### config.mk
export PLATFORM = sky130hd
export DESIGN_NAME = audio_serializer
export DESIGN_NICKNAME = d
export VERILOG_FILES = /design/src/rtl/audio_serializer.sv
export SDC_FILE = /design/constraint.sdc
export NUM_CORES = 1
export LEC_CHECK = 0
export BUFFER_PORTS_ARGS = -buffer_cell sky130_fd_sc_hd__buf_4
export CORE_MARGIN = 4
export CORE_UTILIZATION = 41
export CTS_CLUSTER_DIAMETER = 100
export DETAILED_ROUTE_END_ITERATION = 12
export REMOVE_ABC_BUFFERS = 1
export SYNTH_ARGS = -nofsm -noshare
export SYNTH_HDL_FRONTEND = slang
export SYNTH_SLANG_ARGS = --single-unit
### constraint.sdc
create_clock -name clk -period 6.8 [get_ports clk]
set_clock_uncertainty 0.05 [all_clocks]
set_input_delay 0.68 -clock clk [delete_from_list [all_inputs] [get_ports clk]]
set_output_delay 0.68 -clock clk [all_outputs]
set_load 0.005 [all_outputs]
### src/rtl/audio_serializer.sv
// audio_serializer: parallel 16-bit stereo samples to an I2S stream
// (MCLK, LRCK, SCK, SDIN) for the on-board DAC.
// Both channels are re-sampled once per frame of 128*SCK_HALF clk cycles;
// sample_tick pulses on the latch cycle for upstream pacing.
// Optional feature: define AUDIO_SERIALIZER_CENTER_EN to subtract 16'h4000
// from each channel before it is latched (mute still latches exactly 0).
module audio_serializer #(
  parameter int MCLK_HALF = 2,
  parameter int SCK_HALF  = 4
) (
  input  logic        clk,
  input  logic        rst,
  input  logic [15:0] audio_left,
  input  logic [15:0] audio_right,
  input  logic        mute,
  output logic        audio_mclk,
  output logic        audio_lrck,
  output logic        audio_sck,
  output logic        audio_sdin,
  output logic        sample_tick
);

  localparam int F  = 128 * SCK_HALF;
  localparam int FW = $clog2(F);
  localparam int SB = $clog2(SCK_HALF);
  localparam int MW = (MCLK_HALF > 1) ? $clog2(MCLK_HALF) : 1;

  localparam logic [FW-1:0] FRAME_LAST = FW'(F - 1);
  localparam logic [MW-1:0] MCLK_LAST  = MW'(MCLK_HALF - 1);

  logic [FW-1:0] frame_cnt;
  logic [FW-1:0] frame_nxt;
  logic [5:0]    bit_nxt;
  logic          bit_start;
  logic          latch_now;
  logic [MW-1:0] mclk_cnt;
  logic [15:0]   shadow_l;
  logic [15:0]   shadow_r;
  logic [15:0]   shift_reg;

  // Value latched into a shadow register for one channel.
  function automatic logic [15:0] latch_value(input logic [15:0] sample,
                                              input logic        muted);
    logic [15:0] v;
    v = '0;
    if (!muted) begin
`ifdef AUDIO_SERIALIZER_CENTER_EN
      v = sample - 16'h4000;
`else
      v = sample;
`endif
    end
    return v;
  endfunction

  // Next frame position; all outputs are registered from it so they line
  // up with the counter value on the same edge.
  always_comb begin
    frame_nxt = (frame_cnt == FRAME_LAST) ? '0 : frame_cnt + FW'(1);
    bit_nxt   = frame_nxt[FW-1 -: 6];
    bit_start = (frame_nxt[SB:0] == '0);
    latch_now = (frame_nxt == FRAME_LAST);
  end

  // Free-running MCLK divider, independent of the frame counter.
  always_ff @(posedge clk) begin
    if (rst) begin
      mclk_cnt   <= '0;
      audio_mclk <= 1'b0;
    end else if (mclk_cnt == MCLK_LAST) begin
      // NOTE: sequential state uses non-blocking assignments so every
      // register samples pre-edge values regardless of statement order.
      mclk_cnt   <= '0;
      audio_mclk <= ~audio_mclk;
    end else begin
      mclk_cnt   <= mclk_cnt + MW'(1);
    end
  end

  // Frame counter, sample latch, shift register and serial outputs.
  always_ff @(posedge clk) begin
    if (rst) begin
      // NOTE: shadows and shift register are reset too, so the first frame
      // after reset transmits all zeros instead of stale data.
      frame_cnt   <= '0;
      shadow_l    <= '0;
      shadow_r    <= '0;
      shift_reg   <= '0;
      audio_lrck  <= 1'b0;
      audio_sck   <= 1'b0;
      audio_sdin  <= 1'b0;
      sample_tick <= 1'b0;
    end else begin
      frame_cnt   <= frame_nxt;
      audio_sck   <= frame_nxt[SB];
      audio_lrck  <= bit_nxt[5];
      sample_tick <= latch_now;

      if (latch_now) begin
        shadow_l <= latch_value(audio_left, mute);
        shadow_r <= latch_value(audio_right, mute);
      end

      // Data moves only at bit starts (SCK falling); one-bit I2S delay
      // puts the MSB in slot 1 of each half-frame.
      if (bit_start) begin
        if (bit_nxt == 6'd1) begin
          audio_sdin <= shadow_l[15];
          shift_reg  <= {shadow_l[14:0], 1'b0};
        end else if (bit_nxt == 6'd33) begin
          audio_sdin <= shadow_r[15];
          shift_reg  <= {shadow_r[14:0], 1'b0};
        end else if (bit_nxt[4:0] >= 5'd2 && bit_nxt[4:0] <= 5'd16) begin
          audio_sdin <= shift_reg[15];
          shift_reg  <= {shift_reg[14:0], 1'b0};
        end else begin
          audio_sdin <= 1'b0;
        end
      end
    end
  end

endmodule

# Word level (Yosys, flattened, before mapping)
# Cells that the tools add are included.
[totals]
register_bits = 63
output_inout_bits = 5
wordCells = 33
[classes]
add_sub_neg = 2
magnitude_cmp = 2
n_eq_ne = 4
mux = 9
bitwise_logic = 1
reduce_logical = 5
[op_table]
columns = ["operator", "n"]
rows = [
  ["16-bit two-way mux", 5],
  ["9-bit == test (second input constant)", 2],
  ["9-bit by 1-bit adder with 9-bit output (second input constant)", 1],
  ["9-bit two-way mux", 1],
  ["6-bit by 1-bit == test with 1-bit output (second input constant)", 1],
  ["6-bit == test (second input constant)", 1],
  ["5-bit by 2-bit >= comparator with 1-bit output (second input constant)", 1],
  ["5-bit <= comparator (second input constant)", 1],
  ["3-bit zero test", 1],
  ["1-bit two-way mux", 3],
  ["3-bit nonzero test", 1],
  ["2-bit AND reduction", 1],
  ["2-bit OR reduction", 1],
  ["1-bit adder (second input constant)", 1],
  ["1-bit logical AND", 1],
  ["1-bit NOT", 1],
]

# Logic depth before layout (Yosys ltp)
[depth]
ltp_word = 7
mapped_depth = 12

# Least setup slack after synthesis
# Ideal clock, no wire load.
[synth_path]
kind = "register to register"
start = "register frame_cnt[0]"
end = "register shift_reg[10]"
arrival_time_ns = 2.483
required_time_ns = 6.681
setup_slack_ns = 4.198
path_stages_with_launch = 12
n_path_buf = 2
synth_period_minus_slack_ns = 2.602
path_cell_list = "dfxtp_1 -> ha_1 -> nand2_1 -> nor3_1 -> ha_1 -> buf_2 -> o21ai_0 -> a2111oi_0 -> nor2_1 -> clkbuf_1 -> a211o_1 -> a21oi_2"
[synth_via]
elab_chain_cells = 6
elab_cells_between_ends = 13
[synth_lines]
columns = ["item", "line", "rtl"]
rows = [
  ["from (decl)", "31", "logic [FW-1:0] frame_cnt;"],
  ["from (signal assigned)", "94", "frame_cnt <= frame_nxt;"],
  ["9-bit by 1-bit adder with 9-bit output or 9-bit == test (tied branches)", "59", "frame_nxt = (frame_cnt == FRAME_LAST) ? '0 : frame_cnt + FW'(1);"],
  ["9-bit two-way mux *", "59", ""],
  ["5-bit by 2-bit >= comparator with 1-bit output or 5-bit <= comparator (tied branches)", "113", "end else if (bit_nxt[4:0] >= 5'd2 && bit_nxt[4:0] <= 5'd16) begin"],
  ["1-bit logical AND", "113", ""],
  ["3-bit nonzero test (no line)", "-", ""],
  ["2-bit AND reduction (no line)", "-", ""],
  ["to (signal assigned)", "109", "shift_reg <= {shadow_l[14:0], 1'b0};"],
  ["to (signal assigned)", "112", "shift_reg <= {shadow_r[14:0], 1'b0};"],
  ["to (signal assigned)", "115", "shift_reg <= {shift_reg[14:0], 1'b0};"],
  ["to (decl)", "39", "logic [15:0] shift_reg;"],
]
# Mark *: on every way between the ends. The rest lies on a longest branch, timed or not.
# A chain may end at the register's enable or synchronous reset.

# Worst setup path after layout
[layout_path]
start = "register frame_cnt[0]"
end = "register shadow_l[11]"
[layout_via]
elab_chain_cells = 3
elab_cells_between_ends = 4
[layout_lines]
columns = ["item", "line", "rtl"]
rows = [
  ["9-bit by 1-bit adder with 9-bit output or 9-bit == test (tied branches)", "59", ""],
  ["9-bit two-way mux *", "59", ""],
  ["net frame_nxt[8]", "32", "logic [FW-1:0] frame_nxt;"],
  ["9-bit == test *", "62", "latch_now = (frame_nxt == FRAME_LAST);"],
  ["to (signal assigned)", "100", "shadow_l <= latch_value(audio_left, mute);"],
  ["to (decl)", "37", "logic [15:0] shadow_l;"],
]
# The timed path passes the listed nets; every way through them passes the cells marked *.

==> summary.md <==
| Metric | Value |
|---|---|
| Result of the run | finished clean |
| Sink Count | 60 |
| Total vias in the final route | 1996 |
| RSZ-0062 raised after global routing | no |
| Synthesis warning total | 0 |
| Fin area | 3088 um^2 |
| Number of routed nets with antenna violations | 0 |
| CP endpoint kind | flop |
| R2R setup slack | 3290 ps |
| Starting density of the core | 0.4302 |
| Hold Violations, Final | 0 |
| Worst slew margin | 0.2610 |
| Buffers on Ports | 39 |
| Fill count | 580 |
| Die outline width | 87.75 um |
| Kind of start point of the critical path | flop |
| Worst ir drop on vdd | 0.1786 mV |
| Worst EP arrival | 3730 ps |
| Routed wire length | 5272 um |
| Worst-case hold path end point | mclk_cnt |
| Clock tree from TritonCTS | built |
| Congestion Overflow GR | 0 |
| Fraction of the cycle the final worst path needs | 0.5169 |
| Post-route minimum period | 3515 ps |
| RePlAce Congestion | 0.8001 |
| Worst Hold Margin | 394.4 ps |
| Antenna violations before repair | 0 |
| Most common cell after layout, fill and taps aside | dfxtp_1 |
| Post-synthesis average cell area | 10.19 um^2 |
| Total iterations of the first detailed-routing run | 4 |
| CP Max Fanout | 32 |
| Launch point of the worst reg-to-reg path | frame_cnt[0] |
| Number of buffers inserted to repair setup after CTS | 0 |
| CTS hold repair buffers | 0 |
| Setup violation total in the final timing report | 0 |
| Row count | 28 |
| Clock latency of the later-clocked register in the worst-skew pair | 330 ps |
| Max-cap violations | 0 |
| Yosys reg bits | 60 |
| Worst min-delay path startpoint | mclk_cnt |
| Post-Layout Cell Count | 365 |
| Cell at the slowest stage of the critical path | ha_1 |
| Area of the placeable core | 6061 um^2 |
| H-tree Lvls | 3 |
| Min-delay worst type | flop to flop |
| Layout net count | 324 |
| Average routed wire per standard cell | 14.44 um |
| CTS clk-pin slew, worst paths | 60 ps |
| Total instance count after detailed placement | 349 |
| Critical R2R Capture | shadow_l[11] |
| Buffer depth of the longest clock path | 2 |
| Vias in the first global route | 1978 |
| Number of DRC violations after detailed routing | 0 |
| Total negative setup slack | 0 ps |
| Static leakage | 1.105 nW |
| Area Overhead vs Synth | 18.43% |
| Combined area of all synthesized cells | 2608 um^2 |
| Resized Gates After CTS | 0 |
| Cell count after synthesis | 256 |
| DRC violation total after the first TritonRoute iteration | 89 |
| Area of placed instances | 2872 um^2 |
| Ordered cell list for the critical path | ha_1 -> nand2_1 -> nor3_1 -> ha_1 -> nand2_1 -> nor3_1 -> and4_1 -> and2b_1 -> a22o_1 |
| Diode count | 0 |
| Area enclosed by the die boundary | 7700 um^2 |
| Cell variety after synth | 41 |
| Fraction of layout cells with a size suffix above 1 | 0.2586 |
| Power per cell area | 238.9 nW/um^2 |
| Height of the die | 87.75 um |
| Worst reg2reg path depth | 9 |
| Worst hold path depth | 1 |
| Critical path data required time | 7020 ps |
| Transition time at the pin with the least slew margin | 1107 ps |
| Final max-slew violation count | 0 |
| Final HPWL from detailed placement | 3413 um |
| Most used cells in the layout excluding fill and tap cells | 60 x dfxtp_1, 40 x buf_4, 32 x a22o_1, 23 x a21oi_1, 19 x nand2_1 |
| WP buf/inv | 0 |
| Kind of cell with the highest combined delay on the critical path | simple AND/OR/NAND/NOR gates |
| Final core area utilization | 0.5095 |
| Largest net degree at the start of global routing | 33 |
| All-layer global routing usage | 0.1519 |
| Critical path start-end classification | flop to flop |
| Average via count per standard cell | 5.468 |
| Clock root cell | clkbuf_8 |
| Wire length of the first global-routing pass | 9094 um |
| Number of buffers created by CTS | 9 |
| Post-synthesis sequential area ratio | 0.4607 |
| F_max | 284.5 MHz |
| Critical path's largest stage delay | 890 ps |
| I/O pin count | 40 |
[how the worst max path moves through the flow]
stage                 startpoint           end  slack [ps]  depth (start not counted)
detailed placement  frame_cnt[0]  shadow_l[11]        3220                          9
finish              frame_cnt[0]  shadow_l[11]        3290                          9
floorplan           frame_cnt[0]   shadow_l[0]        3300                          9
global route        frame_cnt[0]   shadow_l[1]        2840                          9
global placement    frame_cnt[0]   shadow_l[8]        3360                          9
CTS                 frame_cnt[0]  shadow_l[11]        3220                          9
[cell families (layout without fill, tap and decap cells)]
logic type | Yosys count | after routing | share of synthesized area
multiplexers | 19 | 19 | 0.07389
AND/OR/NAND/NOR | 56 | 56 | 0.1171
buffers and inverters | 24 | 58 | 0.05662
adder cells (fa/ha/maj) | 4 | 4 | 0.01919
XOR/XNOR | 3 | 3 | 0.01008
AO/OA/AOI/OAI | 90 | 90 | 0.2625
flip-flops | 60 | 60 | 0.4607
[cell type report]
cell class              instances  area (um^2)  area share
repair buffers                 40        300.3     0.09724
flip-flops and latches         60         1201      0.3890
multi-input cells             172         1269      0.4109
clock buffers                  11        141.4     0.04579
inverters                       2        7.507    0.002431
clock inverters                 5        75.07     0.02431
well taps                      75        93.84     0.03039
[cells in the mapped netlist]
cell type	number	share of area
mux2_2	2	0.0086
buf_1	2	0.0029
nand3_1	1	0.0019
a21oi_1	23	0.044
o21ai_0	4	0.0077
and4_1	1	0.0034
ha_1	4	0.019
and3_1	3	0.0072
nor2_1	10	0.014
nor3_1	5	0.0096
nand3_2	1	0.0038
buf_6	6	0.026
nand3b_1	2	0.0058
buf_2	4	0.0077
nand2_1	19	0.027
a22o_1	32	0.11
dfxtp_1	60	0.46
o2111ai_1	1	0.0034
a211o_1	14	0.047
or3_4	1	0.0043
a41oi_1	1	0.0034
a22oi_1	1	0.0029
buf_4	2	0.0058
and2b_1	1	0.0029
and4_4	1	0.0043
inv_1	2	0.0029
nand4_1	1	0.0024
a211oi_2	1	0.0048
nor2b_1	4	0.0096
a211oi_1	2	0.0058
xnor2_1	3	0.010
or3b_2	1	0.0034
o22ai_1	1	0.0024
mux2i_1	17	0.065
a2111oi_0	1	0.0034
and4b_1	1	0.0038
clkbuf_1	8	0.012
a21oi_2	9	0.030
nor3b_2	1	0.0048
and2_4	1	0.0034
or3_1	2	0.0048
[through the flow]
| stage | worst slack (ps) | total power, mW |
|---|---|---|
| 4_1_cts | 3217 | 0.7489 |
| 3_5_place_dp | 3216 | 0.3966 |
| 5_1_grt | 2844 | 0.7723 |
| 6_report | 3285 | 0.7378 |
| 2_1_floorplan | 3302 | 0.3726 |
| 3_3_place_gp | 3357 | 0.3960 |
[where the power goes]
group / internal, mW / switching [mW]
Sequential: 0.354 / 0.00275
Clock: 0.214 / 0.135
Combinational: 0.0174 / 0.0139
Total: 0.586 / 0.152
[metal layers]
| layer | vias up | share of wire | wire length, um | GRT usage |
|---|---|---|---|---|
| li1 | 1008 | - | - | - |
| met1 | 934 | 0.46 | 2429 | 0.1856 |
| met2 | 44 | 0.46 | 2451 | 0.2418 |
| met3 | 10 | 0.052 | 276 | 0.05362 |
| met4 | 0 | 0.022 | 114 | 0.06555 |
| met5 | - | 0 | 0 | 0 |
(Power assumes the default switching activity.)
